===== config.mk =====
export PLATFORM = sky130hd
export DESIGN_NAME = reset_sequencer
export DESIGN_NICKNAME = d
export VERILOG_FILES = /design/src/rtl/reset_seq_pkg.sv /design/src/rtl/reset_seq_sync.sv /design/src/rtl/reset_sequencer.sv
export SDC_FILE = /design/constraint.sdc
export NUM_CORES = 1
export LEC_CHECK = 0
export ABC_CLOCK_PERIOD_IN_PS = 5500
export BUFFER_PORTS_ARGS = -buffer_cell sky130_fd_sc_hd__buf_2
export CORE_UTILIZATION = 65
export DETAILED_ROUTE_END_ITERATION = 8
export PLACE_DENSITY_LB_ADDON = 0.08
export SYNTH_ARGS = -nofsm -noshare
export SYNTH_HDL_FRONTEND = slang
export SYNTH_SLANG_ARGS = --single-unit

===== constraint.sdc =====
create_clock -name clk -period 5.5 [get_ports clk]
set_clock_uncertainty 0.05 [all_clocks]
set_input_delay 0.275 -clock clk [delete_from_list [all_inputs] [get_ports clk]]
set_output_delay 0.275 -clock clk [all_outputs]
set_load 0.02 [all_outputs]

===== src/rtl/reset_seq_pkg.sv =====
// Shared encodings and helpers for the multi-channel reset sequencer.
package reset_seq_pkg;

  localparam logic [2:0] S_WAIT_LOCK = 3'd0;
  localparam logic [2:0] S_FILTER    = 3'd1;
  localparam logic [2:0] S_INIT      = 3'd2;
  localparam logic [2:0] S_STEP      = 3'd3;
  localparam logic [2:0] S_RUN       = 3'd4;

  // Width needed to index n channels; never less than one bit so a
  // single-channel build still has a legal vector.
  function automatic int idx_width(input int n);
    int w;
    w = 1;
    while ((1 << w) < n) w++;
    return w;
  endfunction

endpackage


===== src/rtl/reset_seq_sync.sv =====
// Two-flop synchroniser with asynchronous active-high clear.
module reset_seq_sync (
  input  logic clk,
  input  logic clr,
  input  logic d,
  output logic q
);

  (* ASYNC_REG = "TRUE" *) logic meta_q;
  (* ASYNC_REG = "TRUE" *) logic sync_q;

  // Capture the asynchronous input and let metastability settle for one cycle.
  always_ff @(posedge clk or posedge clr) begin
    if (clr) begin
      meta_q <= 1'b0;
      sync_q <= 1'b0;
    end else begin
      meta_q <= d;
      sync_q <= meta_q;
    end
  end

  assign q = sync_q;

endmodule


===== src/rtl/reset_sequencer.sv =====
// Power-up reset sequencer: qualifies lock, waits an init delay, then
// releases NUM_CH resets in order, STEP_CYCLES apart.
//
// state       | meaning
// S_WAIT_LOCK | all resets held, waiting for synchronised lock
// S_FILTER    | lock must stay high for LOCK_FILTER cycles
// S_INIT      | init delay before channel 0 release
// S_STEP      | releasing channels 1..NUM_CH-1, one per step period
// S_RUN       | all channels released, sequence complete
module reset_sequencer
  import reset_seq_pkg::*;
#(
  parameter int NUM_CH      = 4,
  parameter int INIT_CYCLES = 100000000,
  parameter int STEP_CYCLES = 100000,
  parameter int LOCK_FILTER = 1000,
  parameter int TIMER_W     = 32
) (
  input  logic              clk,
  input  logic              reset,
  input  logic              lock_in,
  input  logic              restart,
  output logic [NUM_CH-1:0] reset_out,
  output logic              seq_done,
  output logic              busy
);

  localparam int IDX_W = idx_width(NUM_CH);
  localparam longint TIMER_MAX = (longint'(1) << TIMER_W) - longint'(1);

  generate
    if (longint'(INIT_CYCLES) > TIMER_MAX || longint'(STEP_CYCLES) > TIMER_MAX ||
        longint'(LOCK_FILTER) > TIMER_MAX) begin : g_timer_too_narrow
      $error("reset_sequencer: TIMER_W too narrow for the configured delays");
    end
  endgenerate

  localparam logic [TIMER_W-1:0] LF_LOAD   = TIMER_W'(LOCK_FILTER - 1);
  localparam logic [TIMER_W-1:0] INIT_LOAD = TIMER_W'(INIT_CYCLES - 1);
  localparam logic [TIMER_W-1:0] STEP_LOAD = TIMER_W'(STEP_CYCLES - 1);
  localparam logic [IDX_W-1:0]   IDX_LAST  = IDX_W'(NUM_CH - 1);

  logic              lock_s;
  logic              fault;
  logic [2:0]        state_q, state_d;
  logic [TIMER_W-1:0] timer_q, timer_d;
  logic [IDX_W-1:0]  idx_q, idx_d;
  logic [NUM_CH-1:0] reset_out_q, reset_out_d;
  logic              seq_done_q, seq_done_d;

  reset_seq_sync u_lock_sync (
    .clk (clk),
    .clr (reset),
    .d   (lock_in),
    .q   (lock_s)
  );

  // Lock loss or a restart aborts the sequence from anywhere but the idle wait.
  assign fault = (state_q != S_WAIT_LOCK) && (!lock_s || restart);

  // Next-state, timer, channel index and output computation.
  always_comb begin
    state_d     = state_q;
    timer_d     = timer_q;
    idx_d       = idx_q;
    reset_out_d = reset_out_q;
    seq_done_d  = seq_done_q;
    if (fault) begin
      // Abort wins over any timer expiry on the same edge.
      reset_out_d = '1;
      seq_done_d  = 1'b0;
      idx_d       = '0;
      if (!lock_s) begin
        state_d = S_WAIT_LOCK;
      end else begin
        state_d = S_FILTER;
        timer_d = LF_LOAD;
      end
    end else begin
      case (state_q)
        S_WAIT_LOCK: begin
          reset_out_d = '1;
          seq_done_d  = 1'b0;
          if (lock_s) begin
            timer_d = LF_LOAD;
            state_d = S_FILTER;
          end
        end
        S_FILTER: begin
          if (timer_q == '0) begin
            timer_d = INIT_LOAD;
            state_d = S_INIT;
          end else begin
            timer_d = timer_q - TIMER_W'(1);
          end
        end
        S_INIT: begin
          if (timer_q == '0) begin
            reset_out_d[0] = 1'b0;
            idx_d          = IDX_W'(1);
            if (NUM_CH == 1) begin
              seq_done_d = 1'b1;
              state_d    = S_RUN;
            end else begin
              timer_d = STEP_LOAD;
              state_d = S_STEP;
            end
          end else begin
            timer_d = timer_q - TIMER_W'(1);
          end
        end
        S_STEP: begin
          if (timer_q == '0) begin
            reset_out_d[idx_q] = 1'b0;
            if (idx_q == IDX_LAST) begin
              seq_done_d = 1'b1;
              state_d    = S_RUN;
            end else begin
              idx_d   = idx_q + IDX_W'(1);
              timer_d = STEP_LOAD;
            end
          end else begin
            timer_d = timer_q - TIMER_W'(1);
          end
        end
        S_RUN: begin
          reset_out_d = '0;
          seq_done_d  = 1'b1;
        end
        default: begin
          reset_out_d = '1;
          seq_done_d  = 1'b0;
          state_d     = S_WAIT_LOCK;
        end
      endcase
    end
  end

  // Sequencer registers; outputs come straight from these flops.
  always_ff @(posedge clk or posedge reset) begin
    if (reset) begin
      state_q     <= S_WAIT_LOCK;
      timer_q     <= '0;
      idx_q       <= '0;
      reset_out_q <= '1;
      seq_done_q  <= 1'b0;
    end else begin
      state_q     <= state_d;
      timer_q     <= timer_d;
      idx_q       <= idx_d;
      reset_out_q <= reset_out_d;
      seq_done_q  <= seq_done_d;
    end
  end

  assign reset_out = reset_out_q;
  assign seq_done  = seq_done_q;
  assign busy      = ~seq_done_q;

endmodule


# --- After elaboration in Yosys (flattened, before gate mapping) ---
# Cells that the tools add are included.
totals:
  wordCells: 77
  out_inout_bits: 6
  reg_bits: 44
  in_bits: 4
classes:
  bitwise_logic: 3
  order_cmp: 2
  add_sub_neg: 2
  n_reduce_logical: 16
  n_eq_ne: 15
  n_mux: 31
ops:
  columns: ["op", "n"]
  rows:
  - ["$mux W32", 6]
  - ["$pmux W32 S4", 1]
  - ["$logic_not A32 Y1", 1]
  - ["$sub A32 B1 Y32 const B", 1]
  - ["$mux W3", 6]
  - ["$ne A3 B3 Y1 const B", 5]
  - ["$pmux W3 S5", 1]
  - ["$pmux W3 S3", 1]
  - ["$mux W2", 4]
  - ["$mux W4", 2]
  - ["$eq A3 B2 Y1 const B", 2]
  - ["$mux W1", 6]
  - ["$reduce_and A3 Y1", 2]
  - ["$reduce_and A6 Y1", 1]
  - ["$reduce_bool A3 Y1", 2]
  - ["$reduce_bool A5 Y1", 1]
  - ["$and A4 B4 Y4", 1]
  - ["$ne A2 B2 Y1 const B", 2]
  - ["$ne A4 B4 Y1 const B", 1]
  - ["$not A4 Y4", 1]
  - ["$pmux W1 S4", 1]
  - ["$pmux W2 S2", 1]
  - ["$reduce_and A2 Y1", 2]
  - ["$reduce_and A4 Y1", 1]
  - ["other kinds (16)", 17]

# --- Longest topological paths before layout ---
# Gate-level depths: netlist of run 1.
logic_depth:
  word_depth: 9
  mapped_depth: 10

# --- Cells and area by module ---
# From an unflattened synthesis of run 1, not the netlist that was laid out.
hier_totals:
  hier_cells: 306
  area_unflattened_um2: 2687.6
by_module_without_submodules:
  columns: ["module", "area_per_inst_um2", "instances", "cells_per_inst", "seq_area_each_um2"]
  rows:
  - ["reset_sequencer", 2633.8, 1, 303, 1056.0]
  - ["reset_seq_sync", 53.8, 1, 3, 50.0]

# --- Worst setup path after synthesis of run 1 ---
# OpenSTA, ideal clock, no wires.
synth_path:
  path_kind: "register to register"
  startpoint: "register timer_q[0]"
  endpoint: "register reset_out_q[0] (netlist: reset_out[0])"
  stages_incl_launch_ff: 9
  slack_ns: 2.861
  period_less_slack_ns: 2.639
  required_time_ns: 5.368
  n_path_buf: 1
  arrival_time_ns: 2.506
  path_cell_list: "dfrtp_1 inv_1 ha_1 or4b_1 clkbuf_1 nor4_2 nand4_1 nand2_1 mux2_2"
synth_between:
  elab_chain_cells: 3
synth_rtl:
  columns: ["item", "line", "rtl"]
  rows:
  - ["start: declaration", "reset_sequencer.sv:46", "logic [TIMER_W-1:0] timer_q, timer_d;"]
  - ["start signal: assignment", "reset_sequencer.sv:149", "timer_q <= timer_d;"]
  - ["$logic_not A32 Y1 (*)", "reset_sequencer.sv:98, reset_sequencer.sv:113", null]
  - ["$ne A3 B3 Y1 (no line)", null, null]
  - ["$reduce_and A3 Y1 (no line) (*)", null, null]
  - ["end signal: assignment", "reset_sequencer.sv:151", "reset_out_q <= reset_out_d;"]
  - ["end: declaration", "reset_sequencer.sv:48", "logic [NUM_CH-1:0] reset_out_q, reset_out_d;"]
# Every way passes the cells marked *; elsewhere a longest branch is shown, timed or not.
# A chain may end at the register's enable or synchronous reset.

# --- Worst setup path after layout of run 1 ---
layout_path:
  startpoint: "register timer_q[0]"
  endpoint: "register timer_q[25]"
layout_between:
  elab_chain_cells: 4
layout_rtl:
  columns: ["item", "line", "rtl"]
  rows:
  - ["$sub A32 B1 Y32 or $logic_not A32 Y1 (tied branches)", null, null]
  - ["$mux W32 (on tied branches)", "reset_sequencer.sv:113, reset_sequencer.sv:90, reset_sequencer.sv:98", null]
  - ["$pmux W32 S4", "reset_sequencer.sv:80", "case (state_q)"]
  - ["$mux W32", "reset_sequencer.sv:68", "if (fault) begin"]
# Several ways; a longest one is shown, not always the timed one.

==> results of run 1 <==
## worst max-delay path: cells and delay by family (launching register included)
kind / cells / cell delay, ns
buffers and inverters: 2 / 0.40
and+or+nand+nor: 3 / 1.84
adders and majority gates: 1 / 0.19
AOI/OAI and AO/OA: 2 / 0.37
DFF: 1 / 0.42
## through the flow
stage          hold WS [ns]   util  area [um2]  worst slack [ns]
6_report             0.0202  0.730        3010              2.10
3_3_place_gp          0.286  0.700        2880              2.23
3_5_place_dp          0.293  0.700        2880              2.16
5_1_grt              0.0263  0.730        3010              1.98
2_1_floorplan         0.256      -        2850              2.86
4_1_cts              0.0202  0.730        3010              2.13
## flip-flops by register name (all words and copies together), names as in the netlist
signal,count
seq_done,1
u_lock_sync.q,1
idx_q,2
state_q,3
timer_q,32
u_lock_sync.meta_q,1
reset_out,4
## worst paths after layout
kind	from	to
setup / recovery	timer_q[0]	timer_q[25]
hold / removal	lock_in	u_lock_sync.meta_q
setup reg to reg	timer_q[0]	timer_q[25]
hold reg to reg	u_lock_sync.meta_q	u_lock_sync.q
max in group asynchronous	reset	timer_q[19]
min in group asynchronous	reset	timer_q[2]
## cells in the mapped netlist, drive strengths merged (9+ instances only)
cell type,instances,share of area
or4,13,0.037
nand3,11,0.019
nor3,19,0.035
nor2,25,0.033
o21ai,22,0.039
clkbuf,18,0.024
inv,18,0.024
dfrtp,40,0.35
a31oi,13,0.029
or3,13,0.029
a21oi,9,0.016
nand2,25,0.033
nand4,12,0.026
nor4,12,0.029
## kinds of logic (layout without fill, tap and decap cells)
logic type                 count (synthesis)  after routing  synth area share
AOI/OAI and AO/OA                         92             92             0.218
and+or+nand+nor                          152            152             0.296
buffers and inverters                     42             39            0.0615
DFF                                       44             44             0.389
adders and majority gates                  5              5            0.0220
xor gates and xnor gates                   2              2           0.00615
muxes                                      2              2           0.00747
## layer usage
layer,GRT usage,share of wire
met5,0,0
met4,0.122,0.022
met3,0.0350,0.090
met2,0.565,0.47
met1,0.478,0.42
## final cells by class
cell class              instances  share of cell area
clock buffers                   7              0.0321
clock inverters                 1             0.00999
inverters                      18              0.0225
multi-input cells             253               0.522
flip-flops and latches         44               0.368
well taps                      50              0.0208
repair buffers                 13              0.0250
## placed cells by master (no fill, tap or decap), types with 5 or more instances in the layout
| cell | count |
|---|---|
| o22ai_1 | 5 |
| o21ai_0 | 22 |
| nand2_1 | 25 |
| or4_1 | 11 |
| o211ai_1 | 7 |
| nand4_1 | 12 |
| or3_1 | 13 |
| o31ai_1 | 7 |
| nor2_1 | 24 |
| a21oi_1 | 9 |
| ha_1 | 5 |
| a31oi_1 | 13 |
| dfrtp_1 | 40 |
| inv_1 | 17 |
| buf_2 | 9 |
| nand3_1 | 11 |
| or2_2 | 5 |
| clkbuf_8 | 7 |
| nor3_1 | 18 |
| nor4_1 | 11 |
## power by group through the flow
stage,logic (uW),clock network (uW),registers [uW]
global placement,65.4,0,356
finish,68.5,276,352
CTS,67.7,276,351
floorplan,55.8,0,350
global route,76.5,283,354
detailed placement,67.2,0,357
==> impl.org, run 1 <==
** Critical path
- Kind of capture point of the worst setup path :: register
- The worst setup path is launched from a register.
- Largest stage delay on the critical path :: 0.62 ns
- Walking the worst path, the cells encountered are inv_1 > ha_1 > or4b_1 > or4_1 > nor3_2 > buf_4 > o311ai_0 > a22o_1.
- Worst Path Required :: 5.65 ns
- Maximum fanout count along the critical path :: 12
- Logic depth of the worst register-to-register path :: 8
- Path type of the worst setup path :: reg -> reg
- Worst Path Arrival :: 3.54 ns
- Across all register-to-register paths, the minimum setup slack is 2.10 ns.
- Slowest stage cell on the critical path :: nor3_2

** Clock network
- The H-tree was split into 2 levels.
- Number of buffers on the longest clock path :: 2
- The tree is rooted in a clkbuf_8.
- Counting the buffers created by CTS gives 5.
- Clock-pin slew was measured on the worst setup and hold paths at 0.08 ns.
- TritonCTS built the clock tree.
- Once the clock tree was built, the resizer swapped 0 gates to a different size.
- Hold repair after CTS inserted 0 buffers.
- Insertion delay of the later-clocked pin in the worst-skew pair :: 0.31 ns
- Post-CTS timing repair inserted 0 buffers for setup.
- Num Clock Sinks :: 44

** Synthesis
- Post-synthesis area per instance :: 8.40 um2
- Syn Std Cell Area :: 2850 um2
- The share of the Yosys chip area taken by registers is 0.389.
- When the netlist entered floorplanning its net count stood at 348.
- Synthesis instantiated 59 different standard cells from the library.
- Leading register cell type out of synthesis :: dfrtp_1
- Async set-reset flop share out of synthesis :: 1.00
- The cell count after synthesis came out at 339.
- Register bit count reported by yosys :: 44
- Counting flops with a built-in enable in the synthesized netlist gives 0.
- Yosys printed 0 warnings.

** Cells and area
- Footprint of the multi-input gates :: 1570 um2
- Fraction of final layout cells sized beyond drive strength 1 :: 0.113
- At the end of the flow, the number of nets in the layout was 344.
- Leaving out filler cells and counting taps, the final layout contains 386.
- The number of antenna diodes in the final layout is 0.
- The filler cells instantiated in the layout total 318.
- In the final layout, flip-flops and latches occupy 1110 um2.
- Syn-to-layout area delta :: 5.58%

** Worst hold path
- Instance count along the most critical hold path :: 1
- The min-delay analysis places its worst path in the category in -> reg.

** Floorplan
- The floorplan step defined a core boundary enclosing 4120 um2.
- Number of standard-cell rows in the floorplan :: 23
- Initial Utilization :: 0.692
- The floorplan step defined a die boundary enclosing 4650 um2.
- For this design the top-level I/O count stands at 10.
- In this run the vertical extent of the chip is 68.2 um.
- In this run the horizontal extent of the chip is 68.2 um.

** Power and ir drop
- Net switching power figure :: 179 uW
- Internal Pwr Total :: 518 uW
- Largest voltage drop on the vdd net :: 0.000146 V
- Of the total power, the share spent switching nets is 0.257.
- Power spread over the standard cell area amounts to 232 nW/um2.
- Clock network fraction of total power :: 0.396
- The completed layout was analyzed and its total power is 696 uW.
- The share of total power dissipated in sequential elements is 0.505.
- Of the total power, combinational logic draws 0.098.
- Summed over all cells, the static leakage comes to 0.00118 uW.

** Route
- Routed via count :: 2,811
- The first TritonRoute pass finished after 5 iterations.
- Wires add up to 7500 um.
- Count of routing violations after the opening detailed-route iteration :: 318
- For this run, design rule violations remaining after detail routing come to 0.
- In the routed layout, each cell is associated on average with a via count of 7.28.
- Wire per inst :: 19.4 um
- Number of routed nets with antenna violations :: 0

** Timing
- Crit share post-route :: 0.617
- The final-report max-slew violation count was 0.
- The worst path needs 3.40 ns of the cycle, external delays included.
- In this run the tightest slew margin relative to its limit is 0.375.
- Setup violations remaining at the end of the flow were counted as 0.
- Count of final hold-check violations :: 0
- Transition time of the tightest slew-check pin :: 0.935 ns
- Timing-limited maximum frequency :: 0.295 GHz
- Setup_tns :: 0 ns
- Setup repair after global routing missed its margin :: no

** Global route
- The total overflow left after global routing is 0.
- In the global route stage, overall resource usage came out at 0.347.
- Number of global-route vias before repair :: 2,372
- Pin count of the biggest net entering global routing :: 45
- The first global-routing pass estimated 11,800 um of wire.
- Initial antenna violation count :: 0

** Job
- Max cap viols :: 0

** Placed design
- Total placed cells including tap cells :: 378
- After legalization and detailed placement, the total HPWL measured 5020 um.
- Routability-driven placement finished with a final weighted congestion of 0.904.
- The count of buffers added on input and output ports is 9.

** Run status
- The run finished with clean final reports.
Note: power is estimated with default switching activity, not from simulation.
==> run 2, diff against run 1 <==
- ABC_AREA: default -> 1
- ABC_CLOCK_PERIOD_IN_PS: 5500 -> 3490
- CORE_UTILIZATION: 65 -> 62
- clock period: 5.5 -> 3.49 ns (I/O delays scaled with it)
==> impl.org, run 2 <==
** Run status
- Outcome :: finished clean

** Synthesis
- Async set-reset flop share out of synthesis :: 1.00 (unchanged)
- Number of enable-type register cells in the synthesized netlist :: 0 (unchanged)
- The share of Yosys cell area claimed by the top area cell type is 0.351 (-0.00108).
- The combined area of all synthesized cells came to 2860 um2 (+0.31%).
- The most used flip-flop cell after synthesis is dfrtp_1.
- Register bit count reported by yosys :: 44 (unchanged)
- The commonest cells after synthesis are 104 x nand2_1, 72 x nor2_1, 45 x inv_1.
- Sequential area share after synthesis :: 0.387 (-0.00119)
- By area the synthesized netlist is led by dfrtp_1 35%, nand2_1 14%, nor2_1 9.5%.
- Cell with the most instances after synthesis :: nand2_1
- Number of instances in the synthesized netlist :: 409 (+21%)
- The post-synthesis area per instance was 6.98 um2 (-17%).
- The largest total area in the synthesized netlist belongs to dfrtp_1.
- Syn_nets :: 418 (+20%)
- Yosys warning total :: 0 (unchanged)
- Number of distinct library cells after synthesis :: 31 (-47%)

** Timing
- The worst slew margin relative to its limit came to 0.389 (+0.0140).
- The post-route clock period utilization was 0.761 (+0.144).
- Setup repair after global routing missed its margin :: no
- Fin crit period :: 2.66 ns (-0.739 ns)
- Final count of pins violating max slew :: 0 (unchanged)
- Transition time of the tightest slew-check pin :: 0.910 ns (-0.0257 ns)
- Timing-limited maximum frequency :: 0.376 GHz (+28%)
- Setup_tns :: 0 ns (unchanged)
- Count of final hold-check violations :: 0 (unchanged)
- Hold slack :: 0.0185 ns (-0.00165 ns)
- The final number of setup-violating endpoints was 0 (unchanged).

** Floorplan
- Total Die Area :: 4880 um2 (+5.0%)
- DIE HEIGHT :: 69.9 um (+2.5%)
- The initial standard-cell utilization of the core is 0.651 (-0.0404).
- The core region area was 4380 um2 (+6.5%).
- Die Span X :: 69.9 um (+2.5%)
- Number of primary I/O pins :: 10 (unchanged)
- The floorplan row count was 24 (+4.3%).

** Placed design
- Half-perimeter wire length of the detailed placement result :: 4930 um (-1.8%)
- Port Buffers :: 9 (unchanged)
- Final Wtd Congestion :: 1.00 (+11%)

** Cells and area
- Most common cell after layout, fill and taps aside :: nand2_1
- Compared with the post-synthesis result, the final layout area differs by 6.18%.
- Number of antenna repair diodes :: 0 (unchanged)
- Counting flops per register, the top entry is timer_q.
- NumNets Final :: 430 (+25%)
- The ratio of cells with drive above 1 in the final layout is 0.0877 (-0.0254).
- The flip-flop count of the largest register after layout came to 32 (unchanged).
- In the layout the commonest cells are 104 x nand2_1, 72 x nor2_1, 44 x inv_1, 40 x dfrtp_1, 25 x nand3_1.

** Clock network
- Insertion delay of the later-clocked pin in the worst-skew pair :: 0.30 ns (about the same)
- Number of clock buffers inserted by TritonCTS :: 5 (unchanged)
- Clock tree from TritonCTS :: built
- Number of buffers inserted by post-CTS setup repair :: 0 (unchanged)
- The root buffer cell chosen for the clock tree is clkbuf_8.
- The number of sinks driven by the clock tree came to 44 (unchanged).
- The post-cts gate resize count was 0 (unchanged).
- The clock-pin slew on the worst setup and hold paths was 0.09 ns (about the same).
- The number of H-tree branching levels is 2 (unchanged).
- The number of buffers inserted for hold repair after clock tree synthesis came to 1 (+1).
- The maximum root-to-sink buffer count was 2 (unchanged).

** Critical path
- Chain of cells forming the critical path :: inv_2 > nor2_1 > nand2_1 > clkinv_1 > nand2_1 > o21ai_1 > o21ai_0 > o21ai_1
- Slowest stage cell on the critical path :: o21ai_1
- Path type of the worst setup path :: reg -> reg
- The maximum fanout along the worst path came to 13 (+1).
- The stage delay of the slowest cell on the critical path is 0.61 ns (about the same).
- Kind of capture point of the worst setup path :: register
- The critical path required time was 3.67 ns (-1.98 ns).
- STA classifies the critical path startpoint as a register.
- Worst Path Arrival :: 2.84 ns (-0.70 ns)

** Global route
- The via count of the first global-routing pass is 2,510 (+5.8%).
- Total global routing track utilization :: 0.287 (-0.0605)
- Global-route wire length before repair :: 11,200 um (-5.4%)
- Residual overflow from global routing :: 0 (unchanged)
- Pin count of the biggest net entering global routing :: 45 (unchanged)
- The initial antenna violation count is 0 (unchanged).

** Route
- The post-detailed-route via-to-cell ratio is 5.50 (-25%).
- The total vias in the final route is 2,605 (-7.3%).
- The number of remaining DRC errors was 0 (unchanged).
- The total wire length came to 6570 um (-12%).
- Wire per inst :: 13.9 um (-29%)
- Count of routing violations after the opening detailed-route iteration :: 169 (-47%)
- The number of iterations in the first detailed-routing pass was 5 (unchanged).
- The remaining antenna violation count after routing came to 0 (unchanged).

** Power and ir drop
- The maximum VDD drop was 0.000457 V (+210%).
- Total power per unit cell area :: 564 nW/um2 (+140%)
- The cell leakage power is 0.00150 uW (+27%).

** Job
- Max cap viols :: 0 (unchanged)

** Worst hold path
- The path class of the tightest hold or removal check is in -> async.
[run 2: cell count changes after synthesis, moves of 10 or more]
cell and change:
nand2_1 +79, nor2_1 +47, inv_1 +27, o21ai_1 +21
xor2_1 +18, clkbuf_1 -16, nor3_1 -15, nand3_1 +14
a31oi_1 -13, or3_1 -13, or4_1 -11, nor4_1 -10
[run 2: power breakdown]
group / switching [uW] / total [uW] / internal [uW]
Sequential: 101 / 710 / 609
Combinational: 457 / 669 / 212
Clock: 174 / 332 / 158
Total: 732 / 1710 / 979
[run 2: cell families after synthesis]
| kind of cell | count (synthesis) | share of synthesized area |
|---|---|---|
| flip-flops | 44 | 0.387 |
| buffers and inverters | 54 | 0.0771 |
| XOR/XNOR | 21 | 0.0644 |
| AO/OA/AOI/OAI | 62 | 0.118 |
| adder cells (fa/ha/maj) | 5 | 0.0219 |
| AND/OR/NAND/NOR | 223 | 0.331 |
[run 2: metrics by stage]
step	setup WS, ns	instances	util	area (um2)	power, uW
after floorplan	1.55	409	-	2860	1220
after global placement	1.02	465	0.668	2930	1360
after detailed placement	0.911	465	0.668	2930	1380
after CTS	0.902	474	0.691	3030	1710
after global routing	0.557	474	0.691	3030	1840
final	0.833	474	0.691	3030	1710
[run 2: critical path: cells and delay by family (launching register included)]
kind | cells | cell delay, ns
flip-flops | 1 | 0.60
AND/OR/NAND/NOR | 3 | 0.72
AO/OA/AOI/OAI | 3 | 0.97
buffers and inverters | 2 | 0.27
[run 2: worst paths after layout]
check / endpoint / slack [ns] / depth (start not counted) / start
max: timer_q[18] / 0.83 / 8 / u_lock_sync.q
min: timer_q[26] / 0.02 / 2 / reset
max reg2reg: timer_q[18] / 0.83 / 8 / u_lock_sync.q
min reg2reg: u_lock_sync.q / 0.32 / 0 / u_lock_sync.meta_q
max in group asynchronous: timer_q[31] / 2.81 / 2 / reset
min in group clk: state_q[0] / 0.26 / 5 / restart
[run 2: layout make-up]
cell class                      instances  area, um2
Sequential cell                        44       1110
Inverter                               49        184
Clock buffer                            6       82.6
Tap cell                               52       65.1
Fill cell                             383       1350
Multi-Input combinational cell        311       1530
Clock inverter                          2       10.0
Timing Repair Buffer                   10       55.1
[run 2: per-layer routing]
metal | GRT usage | vias to the layer above | part of all wire
li1 | - | 1329 | -
met1 | 0.393 | 1188 | 0.46
met2 | 0.464 | 72 | 0.47
met3 | 0.0346 | 16 | 0.047
met4 | 0.116 | 0 | 0.024
met5 | 0 | - | 0
==> run 3, diff against run 2 <==
- ABC_AREA: 1 -> 0
- ABC_CLOCK_PERIOD_IN_PS: 3490 -> 2760
- clock period: 3.49 -> 2.76 ns (I/O delays scaled with it)
==> impl.org, run 3 (same netlist as run 1, synthesis figures left out) <==
** Clock network
- Number of buffers on the longest clock path :: 2 (unchanged)
- The clock network latency to the later pin of the worst-skew pair is 0.30 ns (about the same).
- Clock tree from TritonCTS :: built
- Number of clock buffers inserted by TritonCTS :: 5 (unchanged)
- The clock-pin slew on the worst setup and hold paths is 0.08 ns (about the same).
- H-Tree Depth :: 2 (unchanged)
- Num Clock Sinks :: 44 (unchanged)
- In this run the clock root is driven by a clkbuf_8.

** Route
- The average detailed-routed wire length per instance was 18.2 um (+32%).
- Residual DRC :: 0 (unchanged)
- The number of iterations in the first detailed-routing pass is 5 (unchanged).
- Routed via count :: 2,854 (+9.6%)
- Wirelength, routed :: 7630 um (+16%)
- The remaining antenna violation count after routing is 0 (unchanged).
- Vias per std cell :: 6.83 (+24%)
- Count of routing violations after the opening detailed-route iteration :: 284 (+68%)

** Cells and area
- Combined flip-flop and latch cell area :: 1110 um2 (unchanged)
- The ratio of cells with drive above 1 in the final layout came to 0.183 (+0.0954).
- The post-layout net count is 374 (-13%).
- The number of standard cells in the layout, taps in and fillers out came to 418 (-12%).
- The library cells used most frequently in the layout, excluding fill and tap cells, are 40 x dfrtp_1, 32 x buf_4, 25 x nand2_1, 24 x nor2_1, 22 x o21ai_0.
- Footprint of the multi-input gates :: 1580 um2 (+3.5%)
- Max reg flops :: 32 (unchanged)
- The final-layout fill cell count came to 321 (-16%).
- The total inserted antenna cells is 0 (unchanged).
- The library cell used most frequently in the layout, excluding fill and tap cells, is dfrtp_1.
- timer_q holds more flip-flops than any other register.
- Syn-to-layout area delta :: 13.4%

** Run status
- The final reports fail on negative hold slack.
- Outcome :: finished, violations left

** Placed design
- Final Wtd Congestion :: 0.982 (-1.8%)
- Half-perimeter wire length of the detailed placement result :: 5500 um (+12%)
- Port Buffers :: 9 (unchanged)
- The cell count after placement is 408 (-12%).

** Global route
- Initial antenna violation count :: 0 (unchanged)
- The pin count of the biggest net entering global routing is 45 (unchanged).
- Residual overflow from global routing :: 0 (unchanged)
- Global-route wire length before repair :: 12,900 um (+16%)
- The global-route usage over all layers is 0.336 (+0.0494).
- The via count of the first global-routing pass was 2,717 (+8.2%).

** Critical path
- The total buffers and inverters traversed by the critical path is 2 (unchanged).
- Path type of the worst setup path :: reg -> reg
- Largest stage delay on the critical path :: 0.48 ns (-0.13 ns)
- Reg2Reg Setup Slack :: 0.12 ns (-0.72 ns)
- The worst setup path is captured at a register.
- Cell with the most instances on the worst path :: or3_1
- The critical path goes through inv_1 > ha_1 > or4b_1 > buf_4 > or3_4 > or3_1 > or3_1 > a21oi_1.
- The arrival time at the worst endpoint was 2.83 ns (about the same).
- Maximum fanout count along the critical path :: 7 (-6)
- The largest individual stage delay along the critical path comes from the cell or4b_1.
- Worst Path Required :: 2.95 ns (-0.72 ns)
- Broken down by cell family, the worst path's largest delay share belongs to simple AND/OR/NAND/NOR gates.
- The worst setup path is launched from a register.

** Timing
- The setup TNS after final layout is 0 ns (unchanged).
- Setup repair after global routing missed its margin :: no
- The final-report max-slew violation count was 0 (unchanged).
- The final number of setup-violating endpoints is 0 (unchanged).
- The maximum clock frequency came to 0.378 GHz (+0.45%).
- The slew at the pin closest to its max-slew limit is 0.929 ns (+0.0194 ns).
- Crit share post-route :: 0.958 (+0.197)
- Hold slack :: -0.0121 ns (-0.0307 ns)
- Count of final hold-check violations :: 37 (+37)
- The clock period minus final worst setup slack is 2.64 ns (-0.0118 ns).
- Normalized max-slew margin :: 0.380 (-0.00979)

** Floorplan
- The core region area was 4380 um2 (unchanged).
- Initial Utilization :: 0.649 (-0.00200)
- The vertical die dimension was 69.8 um (-0.15%).
- The chip width came to 69.8 um (-0.15%).
- Number of primary I/O pins :: 10 (unchanged)
- Total Die Area :: 4870 um2 (-0.30%)
- The floorplan row count came to 24 (unchanged).

** Power and ir drop
- Largest voltage drop on the vdd net :: 0.000315 V (-31%)
- Total power per unit cell area :: 396 nW/um2 (-30%)
- Static power due to leakage :: 0.00131 uW (-13%)

** Job
- Max cap viols :: 0 (unchanged)

** Worst hold path
- The min-delay analysis places its worst path in the category in -> async.
==> run 3: cell types whose count changed in the layout (fill, tap and decap cells not counted), sizes merged, moves of 15 or more <==
cell,previous run,this run
buf,9,42
nand3,27,11
nor2,76,25
inv,48,18
nand2,106,25
xor2,18,0
o21ai,43,22
nor3,4,19
==> run 3: report_power, final <==
part	switching, uW	internal (uW)
registers	32.4	666
logic	97.1	58.4
clock network	220	204
total	350	929
==> run 3: layout make-up <==
| type | count | area share |
|---|---|---|
| clock buffer | 8 | 0.0279 |
| sequential | 44 | 0.343 |
| inverter | 18 | 0.0209 |
| timing repair buffer | 43 | 0.0977 |
| multi-input combinational | 253 | 0.491 |
| tap | 52 | 0.0202 |
==> run 3: metrics by stage <==
step	power, uW	area [um2]	worst slack, ns	util
4_1_cts	1280	3200	0.0693	0.731
6_report	1280	3230	0.115	0.736
3_3_place_gp	854	3100	0.143	0.708
5_1_grt	1330	3230	0.0135	0.736
3_5_place_dp	858	3100	0.0793	0.708
2_1_floorplan	808	2850	0.121	-
==> run 3: what timing repair did <==
item	in CTS	in global routing
hold buffers	1	0
resized for setup	0	3
setup buffers	0	1
hold endpoints to repair	1	0
setup endpoints to repair	0	9
==> run 3: metal layers <==
metal	up-vias	share of wire	wire, um	track usage
met3	24	0.091	697	0.0625
met4	0	0.026	197	0.151
li1	1340	-	-	-
met1	1344	0.42	3170	0.443
met2	146	0.47	3560	0.539
met5	-	0	0	0
==> run 3: final timing paths <==
| check | startpoint | endpoint | cells past startpoint |
|---|---|---|---|
| hold reg to reg | u_lock_sync.meta_q | u_lock_sync.q | 0 |
| hold / removal | reset | u_lock_sync.meta_q | 2 |
| setup / recovery | timer_q[1] | seq_done | 8 |
| setup reg to reg | timer_q[1] | seq_done | 8 |
| max in group asynchronous | reset | timer_q[18] | 2 |
| min in group clk | restart | state_q[0] | 3 |
